**src/rtl/serial_subtractor.sv**
```systemverilog
// Bit-serial W-bit unsigned subtractor: one full-subtractor cell plus a borrow flop,
// one bit per clock LSB first, with valid/ready handshakes on both sides.
module serial_subtractor #(
  parameter int W = 8
) (
  input  logic         clk,
  input  logic         rst,
  input  logic         in_valid,
  output logic         in_ready,
  input  logic [W-1:0] a,
  input  logic [W-1:0] b,
  input  logic         bin,
  output logic         out_valid,
  input  logic         out_ready,
  output logic [W-1:0] diff,
  output logic         borr,
  output logic         zero
);

  localparam int CW = (W > 1) ? $clog2(W) : 1;

  typedef enum logic [1:0] {
    S_IDLE,
    S_RUN,
    S_DONE
  } state_t;

  state_t         r_state;
  state_t         w_state_next;

  logic [W-1:0]   r_a;
  logic [W-1:0]   r_b;
  logic [W-1:0]   r_res;
  logic           r_br;
  logic [CW-1:0]  r_cnt;
  logic [W-1:0]   r_diff;
  logic           r_borr;
  logic           r_zero;

  logic           w_ai;
  logic           w_bi;
  logic           w_d;
  logic           w_br_next;
  logic           w_last;
  logic [W-1:0]   w_res_next;

  // Full-subtractor cell on the current LSBs of the operand shift registers.
  assign w_ai       = r_a[0];
  assign w_bi       = r_b[0];
  assign w_d        = w_ai ^ w_bi ^ r_br;
  assign w_br_next  = (~w_ai & w_bi) | (~w_ai & r_br) | (w_bi & r_br);
  assign w_res_next = W'({w_d, r_res} >> 1);
  assign w_last     = (r_cnt == CW'(W - 1));

  // NOTE: sequential state uses <= so every flop samples pre-edge values.
  always_ff @(posedge clk) begin
    if (rst) begin
      r_state <= S_IDLE;
    end else begin
      r_state <= w_state_next;
    end
  end

  // NOTE: default assigned first so no path leaves w_state_next unassigned (no latch).
  always_comb begin
    w_state_next = r_state;
    case (r_state)
      S_IDLE:  if (in_valid)  w_state_next = S_RUN;
      S_RUN:   if (w_last)    w_state_next = S_DONE;
      S_DONE:  if (out_ready) w_state_next = S_IDLE;
      default:                w_state_next = S_IDLE;
    endcase
  end

  always_comb begin
    in_ready  = (r_state == S_IDLE);
    out_valid = (r_state == S_DONE);
  end

  // NOTE: the shift registers are plain flops, not RAM, so they are reset like all other state.
  always_ff @(posedge clk) begin
    if (rst) begin
      r_a    <= '0;
      r_b    <= '0;
      r_res  <= '0;
      r_br   <= 1'b0;
      r_cnt  <= '0;
      r_diff <= '0;
      r_borr <= 1'b0;
      r_zero <= 1'b0;
    end else begin
      case (r_state)
        S_IDLE: begin
          if (in_valid) begin
            r_a   <= a;
            r_b   <= b;
            r_br  <= bin;
            r_cnt <= '0;
          end
        end
        S_RUN: begin
          r_a   <= r_a >> 1;
          r_b   <= r_b >> 1;
          r_br  <= w_br_next;
          r_res <= w_res_next;
          r_cnt <= r_cnt + CW'(1);
          // Visible results update only on the final bit; they hold through IDLE and RUN.
          if (w_last) begin
            r_diff <= w_res_next;
            r_borr <= w_br_next;
            r_zero <= (w_res_next == '0);
          end
        end
        default: ;
      endcase
    end
  end

  assign diff = r_diff;
  assign borr = r_borr;
  assign zero = r_zero;

endmodule

```
**config.mk**
```make
export PLATFORM = sky130hd
export DESIGN_NAME = serial_subtractor
export DESIGN_NICKNAME = d
export VERILOG_FILES = /design/src/rtl/serial_subtractor.sv
export SDC_FILE = /design/constraint.sdc
export NUM_CORES = 1
export LEC_CHECK = 0
export CAP_MARGIN = 30
export CORE_MARGIN = 4
export CORE_UTILIZATION = 25
export CTS_CLUSTER_SIZE = 24
export DETAILED_ROUTE_END_ITERATION = 8
export SLEW_MARGIN = 0
export SYNTH_ARGS = -nofsm -noshare
export SYNTH_HDL_FRONTEND = slang
export SYNTH_SLANG_ARGS = --single-unit
```
**constraint.sdc**
```tcl
create_clock -name clk -period 1.5 [get_ports clk]
set_input_delay 0.15 -clock clk [delete_from_list [all_inputs] [get_ports clk]]
set_output_delay 0.15 -clock clk [all_outputs]
set_load 0.05 [all_outputs]
```
# [Word level (Yosys, flattened, before mapping)]
# Cells that the tools add are included.
[word_totals] register_bits=40 inputBits=21 output_inout_bits=12 word_cells=42
[op_classes] n_addsub=1 eq_ne=6 muxes=12 bitwise_logic=8 n_reduce_logical=6
[ops] op="8-bit one-hot mux with 2 select lines" count=2
[ops] op="8-bit 2-to-1 mux" count=2
[ops] op="8-bit zero test" count=1
[ops] op="2-bit 2-to-1 mux" count=3
[ops] op="2-bit one-hot mux with 3 select lines" count=1
[ops] op="3-bit one-hot mux with 2 select lines" count=1
[ops] op="2-bit != test (second input constant)" count=2
[ops] op="2-bit AND reduction" count=2
[ops] op="3-bit by 1-bit adder with 3-bit output (second input constant)" count=1
[ops] op="1-bit bitwise AND" count=3
[ops] op="3-bit == test (second input constant)" count=1
[ops] op="3-bit 2-to-1 mux" count=1
[ops] op="3-bit AND reduction" count=1
[ops] op="2-bit by 1-bit == test with 1-bit output (second input constant)" count=1
[ops] op="2-bit == test (second input constant)" count=1
[ops] op="2-bit zero test" count=1
[ops] op="2-bit by 1-bit != test with 1-bit output (second input constant)" count=1
[ops] op="1-bit OR" count=2
[ops] op="1-bit one-hot mux with 2 select lines" count=1
[ops] op="2-bit nonzero test" count=1
[ops] op="1-bit bitwise XOR" count=2
[ops] op="1-bit 2-to-1 mux" count=1
[ops] op="1-bit inverter" count=1

# [Logic depth before layout (Yosys ltp)]
[depth] word_depth=5 ltp_mapped=6 ltp_nobuf=5

# [Least setup slack after synthesis]
# OpenSTA, ideal clock, no wires.
[synth_path] path_kind="register to output" start="register r_state[0]" end="output port in_ready" arrival_time_ps=1244 t_required_ps=1350 setup_slack_ps=106 path_stages_with_launch=4 n_path_buf=2 cell_sequence="dfxtp_1 > buf_6 > buf_12 > nor2_1"
[synth_between] elab_chain_cells=1
[synth_lines] element="start: declaration" line="28" rtl="state_t r_state;"
[synth_lines] element="start signal: assignment" line="60" rtl="r_state <= w_state_next;"
[synth_lines] element="2-bit zero test" line="76" rtl="in_ready = (r_state == S_IDLE);"
[synth_lines] element="end: declaration" line="9" rtl="output logic in_ready,"
# Every way passes these cells.

# [Final worst setup path]
[layout_path] start="register r_a[0]" end="register r_zero (netlist: zero)"
[layout_between] elab_chain_cells=3
[layout_lines] element="start: declaration" line="31" rtl="logic [W-1:0] r_a;"
[layout_lines] element="start signal: assignment" line="102" rtl="r_a <= r_a >> 1;"
[layout_lines] element="1-bit bitwise XOR (2 in series)" line="50" rtl="assign w_d = w_ai ^ w_bi ^ r_br;"
[layout_lines] element="8-bit zero test" line="111" rtl="r_zero <= (w_res_next == '0);"
[layout_lines] element="end signal: assignment" line="111"
[layout_lines] element="end: declaration" line="38" rtl="logic r_zero;"
# Every way passes these cells.
# A chain may end at the register's enable or synchronous reset.

==> impl_metrics.yaml <==
status:
  status: "finished clean"
yosys:
  yosys.area.top_type: "dfxtp_1"
  synth_cells: 195
  synth_seq_cells: 39
  ys_types: 32
  yosysWarnings: 0
  synth_nets: 219
  yosysTopAreaCellShare: 0.464
  syn_area_per_cell_um2: 8.64
  seq_area_frac_synth: 0.464
  synthTopCellsByArea: "dfxtp_1 46%, a211oi_1 7.1%, nor2_1 7.1%"
  syn_area_um2: 1680
die:
  core-area_um2: 6460
  io_pins: 33
  fp.dieArea_um2: 8110
  die_y_um: 90.1
  start_util: 0.261
  num_rows: 29
  die_w_um: 90.1
global_route:
  grt_usage: 0.0989
  grt.overflow.total: 0
  grt_pass1_wl_mm: 6.60
  grt_pass1_vias: 1392
  antenna_found_initial: 0
  grt_max_degree: 38
clocking:
  cts_buffer_depth: 2
  htreeDepth: 2
  clock_latency_ps: 290
  clk_pin_slew_worst_paths_ps: 70
  cts.sinks: 39
  cts_root_buffer: "clkbuf_8"
  cts_tree: "yes"
  hold_buffers: 0
  cts_made_buffers: 5
cells_and_area:
  layout_common_cells: "39 x dfxtp_1, 32 x nor2_1, 31 x nand2_1"
  fin_nets: 253
  final_core_util: 0.333
  layout_commonest_cell: "dfxtp_1"
  nFillCells: 683
  area_growth_pct: 27.7
  fin_area_um2: 2150
  drive_gt1_frac: 0.143
  insertedDiodeCount: 0
job:
  max-cap-violations: 0
setup_path:
  critPathMaxFanout: 2
  required_ps: 1730
  r2r_cells: 5
  cp.arrival_ps: 1640
  reg2reg_from: "r_a[0]"
  startpoint_type: "flip-flop"
  r2r_setup_slack_ps: 100
  r2r-end: "zero"
  worst-setup-path-type: "flip-flop to flip-flop"
  critPathCaptureType: "flip-flop"
power_and_ir_drop:
  peakVddDrop_mv: 0.283
  cellPowerDensity_nw_per_um2: 994
  p_leak_nw: 0.800
placed_design:
  hpwl_mm: 2.74
  port_buffers: 32
  gp_congestion: 0.717
  placedInstanceArea_um2: 2050
detailed_routing:
  antenna_left: 0
  drc: 0
  drt_wl_total_mm: 3.92
  first_iter_violations: 119
  vias_per_cell: 4.70
  wl_per_cell_um: 12.8
  drt_first_pass_iters: 4
  vias: 1444
sta:
  finalCritPeriodShare: 0.936
  timing.fmax_ghz: 0.712
  fin_tns_setup_ps: 0
  finalSetupViolCount: 0
  fin_crit_ps: 1400
  rsz0062_at_grt: "false"
  skew_ps: 3.40
  hold_violations: 0
  tightest_slew_ps: 399
  slew_headroom: 0.734
  final_max_slew_viol_count: 0
worst_hold_path:
  hold_start: "diff[6]"
  hold_depth: 2
  hp-class: "flip-flop to flip-flop"
  hold_end: "diff[6]"
## cell families (layout without fill, tap and decap cells)
family	after synthesis	in the layout	synth area share
fa+ha+maj	3	3	0.0267
buf+inv	17	52	0.0669
mux	1	1	0.00594
flops	39	39	0.464
compound gates	57	57	0.233
simple gates	78	78	0.204
## cell usage after synthesis
cell	number
buf_6	2
nor2_1	32
nand3b_2	1
buf_12	1
nand2b_1	3
nor2b_1	3
nor4_1	1
and3b_1	1
nor3b_1	1
o22ai_1	5
o21ba_2	1
mux2i_1	1
a211oi_1	16
nor4b_1	1
dfxtp_1	39
nand3_1	1
or2_2	1
a22oi_1	2
a221oi_1	1
o2bb2ai_1	12
ha_1	2
fa_1	1
buf_2	5
and2b_1	2
inv_1	3
o21bai_1	1
o21ai_0	1
nand2_1	31
a21oi_1	18
buf_4	3
buf_1	1
clkbuf_1	2
## report_power, final
| part | switching [mW] | internal, mW | total [mW] |
|---|---|---|---|
| Clock | 0.359 | 0.326 | 0.686 |
| Sequential | 0.0388 | 1.09 | 1.13 |
| Combinational | 0.152 | 0.172 | 0.324 |
| Total | 0.551 | 1.59 | 2.14 |
## worst max path at each step
stage / cells past startpoint / endpoint / startpoint
global placement: 4 / r_b[6] / in_valid
floorplan: 3 / in_ready / r_state[0]
global route: 5 / zero / r_a[0]
finish: 5 / zero / r_a[0]
detailed placement: 4 / r_b[4] / in_valid
CTS: 5 / diff[7] / r_cnt[0]
## flip-flops by register name (all words and copies together), names as in the netlist
| name | count |
|---|---|
| diff | 8 |
| r_cnt | 3 |
| borr | 1 |
| r_br | 1 |
| zero | 1 |
| r_b | 8 |
| r_a | 8 |
| r_state | 2 |
| r_res | 7 |
## metal layers
metal  global-route usage  vias to the layer above  routed length (um)
li1                     -                      746                   -
met1                0.133                      659                1950
met2                0.144                       33                1720
met3               0.0217                        6                 157
met4               0.0574                        0                  96
met5                    0                        -                   0
## layout make-up
| type | instances | area (um^2) | share of cell area |
|---|---|---|---|
| clock inverters | 1 | 5.00 | 0.00233 |
| flip-flops and latches | 39 | 781 | 0.363 |
| multi-input cells | 139 | 811 | 0.377 |
| inverters | 3 | 11.3 | 0.00524 |
| repair buffers | 41 | 370 | 0.172 |
| well taps | 77 | 96.3 | 0.0448 |
| clock buffers | 7 | 76.3 | 0.0355 |
## worst max-delay path: stages, from the launching register on
cell and delay [ps]:
dfxtp_1 310, inv_1 60, fa_1 560, nor4b_4 190, nand3_1 110, a21oi_2 120
## through the flow
stage / hold slack [ps] / setup slack (ps) / power, mW / instances
after detailed placement: 448 / 46.7 / 1.46 / 299
after floorplan: 332 / 106 / 1.35 / 195
after global placement: 446 / 72.0 / 1.46 / 299
after global routing: 476 / 7.37 / 2.24 / 307
after CTS: 458 / 30.0 / 2.15 / 307
final: 460 / 96.3 / 2.14 / 307
## timing repair
item,4_1_cts,5_1_grt
setup endpoints to repair,0,9
buffers inserted,0,0
resized for setup,0,4
Note: power is estimated with default switching activity, not from simulation.
